[src/rtl/spi_slave_byte_if.sv]
// spi_slave_byte_if: SPI mode-0 slave byte front end. Synchronises the raw pins, deserialises
// MOSI into words with a valid strobe and serialises words from a valid/ready source onto MISO.
`default_nettype none

module spi_slave_byte_if #(
  parameter int DATA_W      = 8,
  parameter int SYNC_STAGES = 2
) (
  input  logic              clk,
  input  logic              reset,
  input  logic              MOSI,
  input  logic              SCK,
  input  logic              nSS,
  output logic              MISO,
  output logic [DATA_W-1:0] rx_data,
  output logic              rx_valid,
  input  logic [DATA_W-1:0] tx_data,
  input  logic              tx_valid,
  output logic              tx_ready,
  output logic              tx_underrun,
  output logic              frame_start,
  output logic              frame_end,
  output logic              busy
);

  localparam int CNT_W = $clog2(DATA_W);

  typedef enum logic [0:0] {
    IDLE   = 1'b0,
    ACTIVE = 1'b1
  } state_t;

  state_t                  state;
  logic [SYNC_STAGES-1:0]  sck_sync;
  logic [SYNC_STAGES-1:0]  nss_sync;
  logic [SYNC_STAGES-1:0]  mosi_sync;
  logic                    sck_hist;
  logic                    nss_hist;
  logic [CNT_W-1:0]        bit_cnt;
  logic                    byte_done;
  logic                    rx_hit;
  logic [DATA_W-2:0]       rx_shift;
  logic [DATA_W-1:0]       tx_shift;

  logic              sck_s, nss_s, mosi_s;
  logic              sck_rise, sck_fall, nss_rise, nss_fall;
  logic              tx_load;
  logic [DATA_W-1:0] rx_next;
  logic [DATA_W-1:0] load_word;

  always_ff @(posedge clk or negedge reset) begin
    if (!reset) begin
      sck_sync  <= '0;
      nss_sync  <= '1;
      mosi_sync <= '0;
      sck_hist  <= 1'b0;
      nss_hist  <= 1'b1;
    end else begin
      sck_sync  <= {sck_sync[SYNC_STAGES-2:0], SCK};
      nss_sync  <= {nss_sync[SYNC_STAGES-2:0], nSS};
      mosi_sync <= {mosi_sync[SYNC_STAGES-2:0], MOSI};
      sck_hist  <= sck_sync[SYNC_STAGES-1];
      nss_hist  <= nss_sync[SYNC_STAGES-1];
    end
  end

  assign sck_s    = sck_sync[SYNC_STAGES-1];
  assign nss_s    = nss_sync[SYNC_STAGES-1];
  assign mosi_s   = mosi_sync[SYNC_STAGES-1];
  assign sck_rise = sck_s & ~sck_hist;
  assign sck_fall = ~sck_s & sck_hist;
  assign nss_rise = nss_s & ~nss_hist;
  assign nss_fall = ~nss_s & nss_hist;
  assign rx_next  = {rx_shift, mosi_s};

  // Handshake is combinational so tx_data is consumed on the same edge that tx_ready is seen high.
  assign tx_load     = ((state == IDLE) && nss_fall) ||
                       ((state == ACTIVE) && !nss_rise && sck_fall && byte_done);
  assign tx_ready    = tx_load & tx_valid;
  assign tx_underrun = tx_load & ~tx_valid;
  assign load_word   = tx_valid ? tx_data : '0;

  always_ff @(posedge clk or negedge reset) begin
    if (!reset) begin
      state       <= IDLE;
      bit_cnt     <= '0;
      byte_done   <= 1'b0;
      rx_hit      <= 1'b0;
      rx_shift    <= '0;
      rx_data     <= '0;
      rx_valid    <= 1'b0;
      tx_shift    <= '0;
      MISO        <= 1'b0;
      frame_start <= 1'b0;
      frame_end   <= 1'b0;
      busy        <= 1'b0;
    end else begin
      frame_start <= 1'b0;
      frame_end   <= 1'b0;
      rx_hit      <= 1'b0;
      rx_valid    <= rx_hit;
      MISO        <= (state == ACTIVE) & tx_shift[DATA_W-1];
      case (state)
        IDLE: begin
          if (nss_fall) begin
            state       <= ACTIVE;
            busy        <= 1'b1;
            frame_start <= 1'b1;
            bit_cnt     <= '0;
            byte_done   <= 1'b0;
            tx_shift    <= load_word;
          end
        end
        ACTIVE: begin
          // A frame end wins over any SCK edge seen in the same cycle.
          if (nss_rise) begin
            state     <= IDLE;
            busy      <= 1'b0;
            frame_end <= 1'b1;
            bit_cnt   <= '0;
            byte_done <= 1'b0;
          end else if (sck_rise) begin
            rx_shift <= rx_next[DATA_W-2:0];
            if (bit_cnt == CNT_W'(DATA_W - 1)) begin
              rx_data   <= rx_next;
              rx_hit    <= 1'b1;
              bit_cnt   <= '0;
              byte_done <= 1'b1;
            end else begin
              bit_cnt <= bit_cnt + 1'b1;
            end
          end else if (sck_fall) begin
            if (byte_done) begin
              tx_shift  <= load_word;
              byte_done <= 1'b0;
            end else begin
              tx_shift <= tx_shift << 1;
            end
          end
        end
        default: state <= IDLE;
      endcase
    end
  end

endmodule

`default_nettype wire

[config.mk]
export PLATFORM = sky130hd
export DESIGN_NAME = spi_slave_byte_if
export DESIGN_NICKNAME = d
export VERILOG_FILES = /design/src/rtl/spi_slave_byte_if.sv
export SDC_FILE = /design/constraint.sdc
export NUM_CORES = 1
export LEC_CHECK = 0
export CAP_MARGIN = 30
export CORE_MARGIN = 2
export CORE_UTILIZATION = 55
export DETAILED_ROUTE_END_ITERATION = 10
export GPL_TIMING_DRIVEN = 0
export HOLD_SLACK_MARGIN = 0.08
export PLACE_DENSITY_LB_ADDON = 0.12
export REMOVE_ABC_BUFFERS = 1
export SLEW_MARGIN = 20
export SYNTH_ARGS = -nofsm -noshare
export SYNTH_HDL_FRONTEND = slang
export SYNTH_SLANG_ARGS = --single-unit
[constraint.sdc]
create_clock -name clk -period 4.2 [get_ports clk]
set_clock_uncertainty 0.1 [all_clocks]
set_input_delay 1.05 -clock clk [delete_from_list [all_inputs] [get_ports clk]]
set_output_delay 1.05 -clock clk [all_outputs]
set_load 0.01 [all_outputs]
==> results of run 1 <==
==> cell usage in the layout, fill, tap and decap left out, types with 2 or more instances in the layout <==
| master | n |
|---|---|
| and4b_1 | 2 |
| nor2b_1 | 2 |
| nand2b_1 | 3 |
| mux2_2 | 23 |
| nand2_1 | 14 |
| o22ai_1 | 3 |
| ha_1 | 2 |
| o21ai_0 | 10 |
| nor2_1 | 5 |
| dfstp_2 | 3 |
| clkbuf_4 | 5 |
| nand3b_1 | 7 |
| clkdlybuf4s50_1 | 27 |
| a21oi_1 | 2 |
| dfrtp_1 | 39 |
| mux2i_1 | 3 |
==> layer usage <==
layer  vias up  track usage (%)  wire length (um)
met2        33            31.34              1443
met5         -                0                 0
met4         0            9.627                76
met1       540            23.68              1286
li1        537                -                 -
met3        10            5.757               174
==> stage by stage <==
step           setup WS [ns]  instances  instance area, um2  utilization [%]  power (uW)
2_1_floorplan          1.700        130                1729                -       615.5
3_3_place_gp          0.5780        202                2064            67.62       666.1
3_5_place_dp          0.5745        203                2079            68.11       683.7
4_1_cts               0.5660        209                2131            69.80       875.6
5_1_grt               0.5258        209                2131            69.80       913.5
6_report              0.5722        209                2131            69.80       863.5
==> final timing paths <==
kind                           from           to  slack (ns)
max in group asynchronous     reset     rx_valid        3.09
max reg2reg                   state  tx_shift[4]        2.18
min reg2reg                  rx_hit     rx_valid        0.26
min in group asynchronous     reset   bit_cnt[2]        0.46
max                        tx_valid     tx_ready        0.57
min                          rx_hit     rx_valid        0.26
==> power by group through the flow <==
stage | clock network, uW | registers (uW) | logic, uW
5_1_grt | 213 | 537 | 163
3_3_place_gp | 0 | 527 | 139
4_1_cts | 200 | 526 | 150
2_1_floorplan | 0 | 520 | 95.7
6_report | 192 | 525 | 147
3_5_place_dp | 0 | 534 | 149
==> state kept, by name, indices dropped and copies added, names as in the netlist <==
name         cells
MISO             1
bit_cnt          3
busy             1
byte_done        1
frame_end        1
frame_start      1
mosi_sync        2
nss_hist         1
nss_sync         2
rx_data          8
rx_hit           1
rx_shift         7
rx_valid         1
sck_hist         1
sck_sync         2
state            1
tx_shift         8
==> logic make-up (layout without fill, tap and decap cells) <==
family                     after synthesis  count (layout)  synth area share, %
DFF                                     42              42                59.70
and+or+nand+nor                         41              41                14.52
muxes                                   26              26                16.36
AOI/OAI and AO/OA                       18              18                5.667
buffers and inverters                    7              36                2.337
adders and majority gates                2               2                1.416
==> area by class of cell <==
type                            instances  area, um2  area share [%]
Clock buffer                            6      51.30           2.408
Inverter                                1      3.754          0.1762
Timing Repair Buffer                   29      295.3           13.86
Multi-Input combinational cell         87      670.6           31.47
Sequential cell                        42       1055           49.50
Tap cell                               44      55.05           2.584
==> reports/metrics.cfg, run 1 <==
[worst_setup_path]
cp-start-kind=primary input
worst-path-max-fanout=10
cp.required_ns=3.05
max_stage_delay_ns=0.66
crit_family=buffers and inverters
critPathKind=in2out
critPathBufInv=2
critPathMostFrequentCell=clkdlybuf4s50_1
cp_data_arrival_time_ns=2.48
critPathCaptureType=primary output
critPathSlowestCell=clkdlybuf4s50_1
crit_chain=clkdlybuf4s50_1 > a21boi_0 > clkdlybuf4s50_1
r2r_cells=3
cp_num_cells=3

[cts]
cts-root-buf=clkbuf_4
numCtsBuffers=5
cts_buffer_depth=2
clkLatencyLatePin_ns=0.34
h-tree-depth=2
hold_buffers=0
cts_resized=0
clock-sinks=42
cts_tree=yes
clkTransAtPathRegs_ns=0.10
post-cts-setup-buffer-count=0

[sta]
rsz0062_at_grt=no
timing.hold.ws_ns=0.2586
slew_violations=0
final-hold-violation-count=0
finalSetupViolCount=0
period_share_pct=86.38
setup_tns_ns=0
worst_slew_pin_slew_ns=0.7292
relSlewSlack_pct=51.39
max_freq_ghz=0.2756
post-route-min-period_ns=3.628

[global_route]
grt_pass1_wl_um=5112
track_usage_pct=19.34
antenna_found_initial=0
grt_max_degree=33
first_global_vias=1148
overflow=0

[status]
status=finished, final reports clean

[cells_and_area]
syn2layout_area_growth_pct=20.61
num_antenna_cells=0
drive_above_1_share_pct=23.03
fill_cells=243
nNetsFinal=182

[floorplanning]
initial_utilization_pct=57.87
rows=20
fp.dieH_um=60.68
die_area_um2=3681
ioPinCount=29
die_x_um=60.68
coreArea_um2=3053

[yosys]
synthCells=136
netlist_area_um2=1767
synth_flop_cell=dfrtp_1
ys_warn_count=0
yosys.area.top_type_share_pct=55.24
synth-seq-area-share_pct=59.70
synth.distinct_cells=30
synthArstFlopShare_pct=100.0
synth.top_cells.by_count=dfrtp_1, mux2_2, nand2_1
avgSynthCellArea_um2=12.99
ys_top_cells_by_area=dfrtp_1, mux2_2, dfstp_2, nand2_1, nand3b_1
synth_edf_count=0
ys_ff_latch=42
post-synth-top-count-cell=dfrtp_1
yosysTopAreaCell=dfrtp_1

[flow_run]
drv_cap=0

[pwr]
p_comb_share_pct=17.0
power.leakage_uw=0.0009561
pwr-share-clk_pct=22.2
switching_share_pct=25.70
p_switching_uw=221.9
p_per_area_nw_per_um2=405.2
irDropWorstVdd_v=0.0002296
pwr-share-seq_pct=60.8
internal_power_uw=641.6

[routing]
drt_iter0_markers=38
first_pass_iters=4
wl_um=2981
via_per_inst=5.359
ant_nets=0
drc=0
wire_per_inst_um=14.26
vias=1120

[placement]
place.gp.congestion=0.7514
place_hpwl_um=2043
numPortBuffers=28

[worst_hold_path]
hp-class=reg2reg
min_path_cells=0

(Power assumes the default switching activity.)
==> inputs of run 2 (changes only) <==
CORE_UTILIZATION = 52   (was 55)
clock period = 3.53 ns   (was 4.2 ns; I/O delays follow)
==> run 2 against run 1 <==
Compared with the run above: global-route usage shrank 1.9 points; via count grew 0.36%; register-to-register slack lost 0.68 ns; first-iteration DRC count is the same; utilization shrank 4.3 points; count of clock-buffer cells in the layout is the same; routed wire length shrank 0.81%; critical path depth is the same; combinational power grew 20%; die area grew 5.4%.
==> reports/metrics.cfg, run 2 (same netlist as run 1, synthesis figures left out) <==
[routing]
wl_um=2957
via_per_inst=5.277
first_pass_iters=4
drc=0
vias=1124
wire_per_inst_um=13.88
drt_iter0_markers=38
ant_nets=0

[worst_hold_path]
hp-class=reg2reg
min_from=sck_sync[0]
min_path_cells=0

[sta]
max_freq_ghz=0.3028
finalSetupViolCount=0
period_share_pct=93.55
setup_tns_ns=0
slew_violations=0
post-route-min-period_ns=3.302
relSlewSlack_pct=51.92
rsz0062_at_grt=no
worst_slew_pin_slew_ns=0.7211
final-hold-violation-count=0

[pwr]
power.leakage_uw=0.0009676
total_power_uw=1096
p_per_area_nw_per_um2=505.5
irDropWorstVdd_v=0.0004168

[cells_and_area]
layout_commonest_cell=dfrtp_1
syn2layout_area_growth_pct=22.73
regArea_um2=1055
fill_cells=267
nNetsFinal=182
drive_above_1_share_pct=23.35
top_regs=rx_data x8, tx_shift x8, rx_shift x7
final_cell_mix=dfrtp_1, clkdlybuf4s50_1, mux2_2
final_cell_area_um2=2168
num_antenna_cells=0
multi_input_area_um2=670.6
instances_no_fill=213
finish.utilization_pct=65.50

[floorplanning]
fp.dieH_um=62.29
rows=21
die_x_um=62.29
coreArea_um2=3311
die_area_um2=3879
initial_utilization_pct=53.36
ioPinCount=29

[cts]
numCtsBuffers=5
cts_resized=0
cts-root-buf=clkbuf_4
hold_buffers=0
cts_tree=yes
clock-sinks=42
post-cts-setup-buffer-count=0
h-tree-depth=2
clkTransAtPathRegs_ns=0.10
clkLatencyLatePin_ns=0.34
cts_buffer_depth=2

[placement]
place.gp.congestion=0.7395
place_hpwl_um=2132
dpl_cell_area_um2=2090
dp_cells=205
numPortBuffers=28

[worst_setup_path]
cp-start-kind=primary input
ff2ff_setup_slack_ns=1.50
r2r_cells=3
cp.required_ns=2.55
worst-path-max-fanout=10
crit_end=tx_ready
critPathCaptureType=primary output
crit_path_start=tx_valid
r2r-start=state
cp_data_arrival_time_ns=2.32
critPathKind=in2out
r2r-end=tx_shift[2]

[global_route]
antenna_found_initial=0
grt_pass1_wl_um=5237
first_global_vias=1156
track_usage_pct=17.44
grt_max_degree=25
overflow=0

[flow_run]
drv_cap=0

[status]
status=finished, final reports clean

[run 2: worst min-delay path by stage]
| stage | end | slack (ns) |
|---|---|---|
| final | sck_sync[1] | 0.26 |
| after global routing | nss_sync[1] | 0.27 |
| after CTS | sck_sync[1] | 0.27 |
| after detailed placement | sck_sync[1] | 0.24 |
| after global placement | mosi_sync[1] | 0.23 |
| after floorplan | mosi_sync[1] | 0.23 |
[run 2: area by class of cell]
class / count / share of cell area, %
Timing Repair Buffer: 29 / 13.96
Clock inverter: 2 / 1.731
Tap cell: 46 / 2.654
Clock buffer: 6 / 1.904
Multi-Input combinational cell: 87 / 30.93
Inverter: 1 / 0.1731
Sequential cell: 42 / 48.64
[run 2: critical path: stages]
cell and delay, ns:
clkdlybuf4s50_1 0.66, a21boi_0 0.22, clkdlybuf4s50_1 0.56
[run 2: per-layer routing]
layer | global-route usage (%) | share of wire (%)
met1 | 20.92 | 46
met2 | 29.62 | 49
met3 | 6.522 | 3.8
met4 | 5.000 | 1.1
met5 | 0 | 0
[run 2: per-stage QoR]
| step | setup slack, ns | hold slack (ns) |
|---|---|---|
| global route | 0.09853 | 0.2737 |
| global placement | 0.2499 | 0.2332 |
| finish | 0.2276 | 0.2597 |
| floorplan | 1.272 | 0.2312 |
| detailed placement | 0.2178 | 0.2379 |
| CTS | 0.2173 | 0.2652 |
[run 2: report_power, final]
part	leakage, uW	total (uW)	internal [uW]	switching (uW)
sequential	0.000538	625	566	59.3
clock	0.0000385	295	150	145
combinational	0.000391	176	108	67.9
total	0.000968	1100	823	273
==> inputs of run 3 (changes only) <==
CORE_UTILIZATION = 47   (was 52)
clock period = 2.9 ns   (was 3.53 ns; I/O delays follow)
==> run 3 against run 2 <==
Compared with the run above: cell area grew 2.8%; sequential share of layout area shrank 1.2 points; hold slack got worse by 0.015 ns; via count is 3.3% lower; global-route usage shrank 2.3 points; total power increased by 39%; first-iteration DRC count is 32% higher; count of clock-buffer cells in the layout is the same; die area rose by 9.9%; combinational power rose by 18%; sequential cell count unchanged; cell count rose by 0.94%.
==> reports/metrics.cfg, run 3 (same netlist as run 1, synthesis figures left out) <==
[global_route]
overflow=0
antenna_found_initial=0
grt_max_degree=28
grt_pass1_wl_um=4954
track_usage_pct=15.18
first_global_vias=1078

[worst_setup_path]
cp_data_arrival_time_ns=1.92
max_stage_delay_ns=0.58
critPathKind=reg2out
critPathCaptureType=primary output
critPathSlowestCell=dfrtp_4
cp.required_ns=2.08
crit_chain=and4b_1 > o21bai_1 > a21boi_0 > clkdlybuf4s50_1
worst-path-max-fanout=24
cp-start-kind=flip-flop

[status]
status=finished, final reports clean

[cts]
clock-sinks=42
cts_buffer_depth=2
clkTransAtPathRegs_ns=0.08
hold_buffers=0
cts_tree=yes
cts-root-buf=clkbuf_8
cts_resized=2
post-cts-setup-buffer-count=0
h-tree-depth=2
numCtsBuffers=5
clkLatencyLatePin_ns=0.28

[floorplanning]
rows=22
die_x_um=65.31
die_area_um2=4265
ioPinCount=29
coreArea_um2=3633
fp.dieH_um=65.31
initial_utilization_pct=48.62

[cells_and_area]
final_cell_area_um2=2230
drive_above_1_share_pct=24.55
num_antenna_cells=0
top_regs=rx_data x8, tx_shift x8, rx_shift x7
layout_commonest_cell=dfrtp_1
nNetsFinal=182
syn2layout_area_growth_pct=26.20
fill_cells=305
final_cell_mix=dfrtp_1, clkdlybuf4s50_1, mux2_2

[worst_hold_path]
hp-class=in2async

[pwr]
power.leakage_uw=0.0009979
total_power_uw=1526
p_per_area_nw_per_um2=684.6
irDropWorstVdd_v=0.0003775

[placement]
place.gp.congestion=0.6998
dpl_cell_area_um2=2085
numPortBuffers=28
place_hpwl_um=2020

[routing]
ant_nets=0
drt_iter0_markers=50
drc=0
via_per_inst=5.056
wire_per_inst_um=13.09
first_pass_iters=3
wl_um=2814
vias=1087

[flow_run]
drv_cap=0

[sta]
finalSetupViolCount=0
max_freq_ghz=0.3648
relSlewSlack_pct=67.16
worst_slew_pin_slew_ns=0.4916
period_share_pct=94.54
slew_violations=0
final-hold-violation-count=0
post-route-min-period_ns=2.742
rsz0062_at_grt=no

[run 3: cell count changes in the layout (fill, tap and decap cells not counted)]
cell / change
buf_12: +1
buf_16: -1
bufinv_16: +1
clkbuf_1: -1
clkbuf_4: -5
clkbuf_8: +6
clkdlybuf4s50_1: -1
clkinvlp_4: -1
dfrtp_1: -1
dfrtp_4: +1
dlygate4sd2_1: +1
[run 3: area by class of cell]
cell class | instances | area [um2] | area share, %
Multi-Input combinational cell | 87 | 670.6 | 30.08
Sequential cell | 42 | 1059 | 47.47
Clock inverter | 2 | 60.06 | 2.694
Timing Repair Buffer | 29 | 294.0 | 13.19
Tap cell | 48 | 60.06 | 2.694
Inverter | 1 | 3.754 | 0.1684
Clock buffer | 6 | 82.58 | 3.704
[run 3: stage by stage]
| step | util (%) | setup slack, ns | cells | setup TNS [ns] | hold slack [ns] |
|---|---|---|---|---|---|
| after global routing | 61.36 | 0.004095 | 215 | 0 | 0.2574 |
| final | 61.36 | 0.1584 | 215 | 0 | 0.2447 |
| after global placement | 56.96 | -0.07317 | 206 | -0.07317 | 0.2329 |
| after detailed placement | 57.37 | -0.1018 | 207 | -0.1018 | 0.2373 |
| after CTS | 61.29 | 0.06949 | 215 | 0 | 0.2454 |
| after floorplan | - | 0.7999 | 130 | 0 | 0.2312 |
[run 3: path summary, 6_finish.rpt]
check / from / endpoint / slack, ns / depth (start not counted)
hold / removal: reset / tx_shift[3] / 0.24 / 1
hold reg to reg: rx_hit / rx_valid / 0.25 / 0
setup reg to reg: sck_sync[1] / rx_shift[0] / 1.01 / 3
setup / recovery: state / tx_ready / 0.16 / 4
min in group clk: rx_hit / rx_valid / 0.25 / 0
max in group asynchronous: reset / rx_shift[1] / 2.00 / 2
[run 3: metal layers]
metal | GRT usage [%] | wire length, um
met5 | 0 | 0
met4 | 5.469 | 24
met3 | 3.596 | 92
met2 | 24.74 | 1423
met1 | 19.86 | 1273
[run 3: power by group]
| part | internal [uW] | switching [uW] |
|---|---|---|
| logic | 130 | 78.1 |
| clock network | 367 | 191 |
| registers | 691 | 69.3 |
| total | 1190 | 339 |
[run 3: critical path, delay by kind of cell, from the launching register on]
| kind | cells | cell delay [ns] |
|---|---|---|
| and+or+nand+nor | 1 | 0.26 |
| buffers and inverters | 1 | 0.55 |
| DFF | 1 | 0.58 |
| AOI/OAI and AO/OA | 2 | 0.24 |
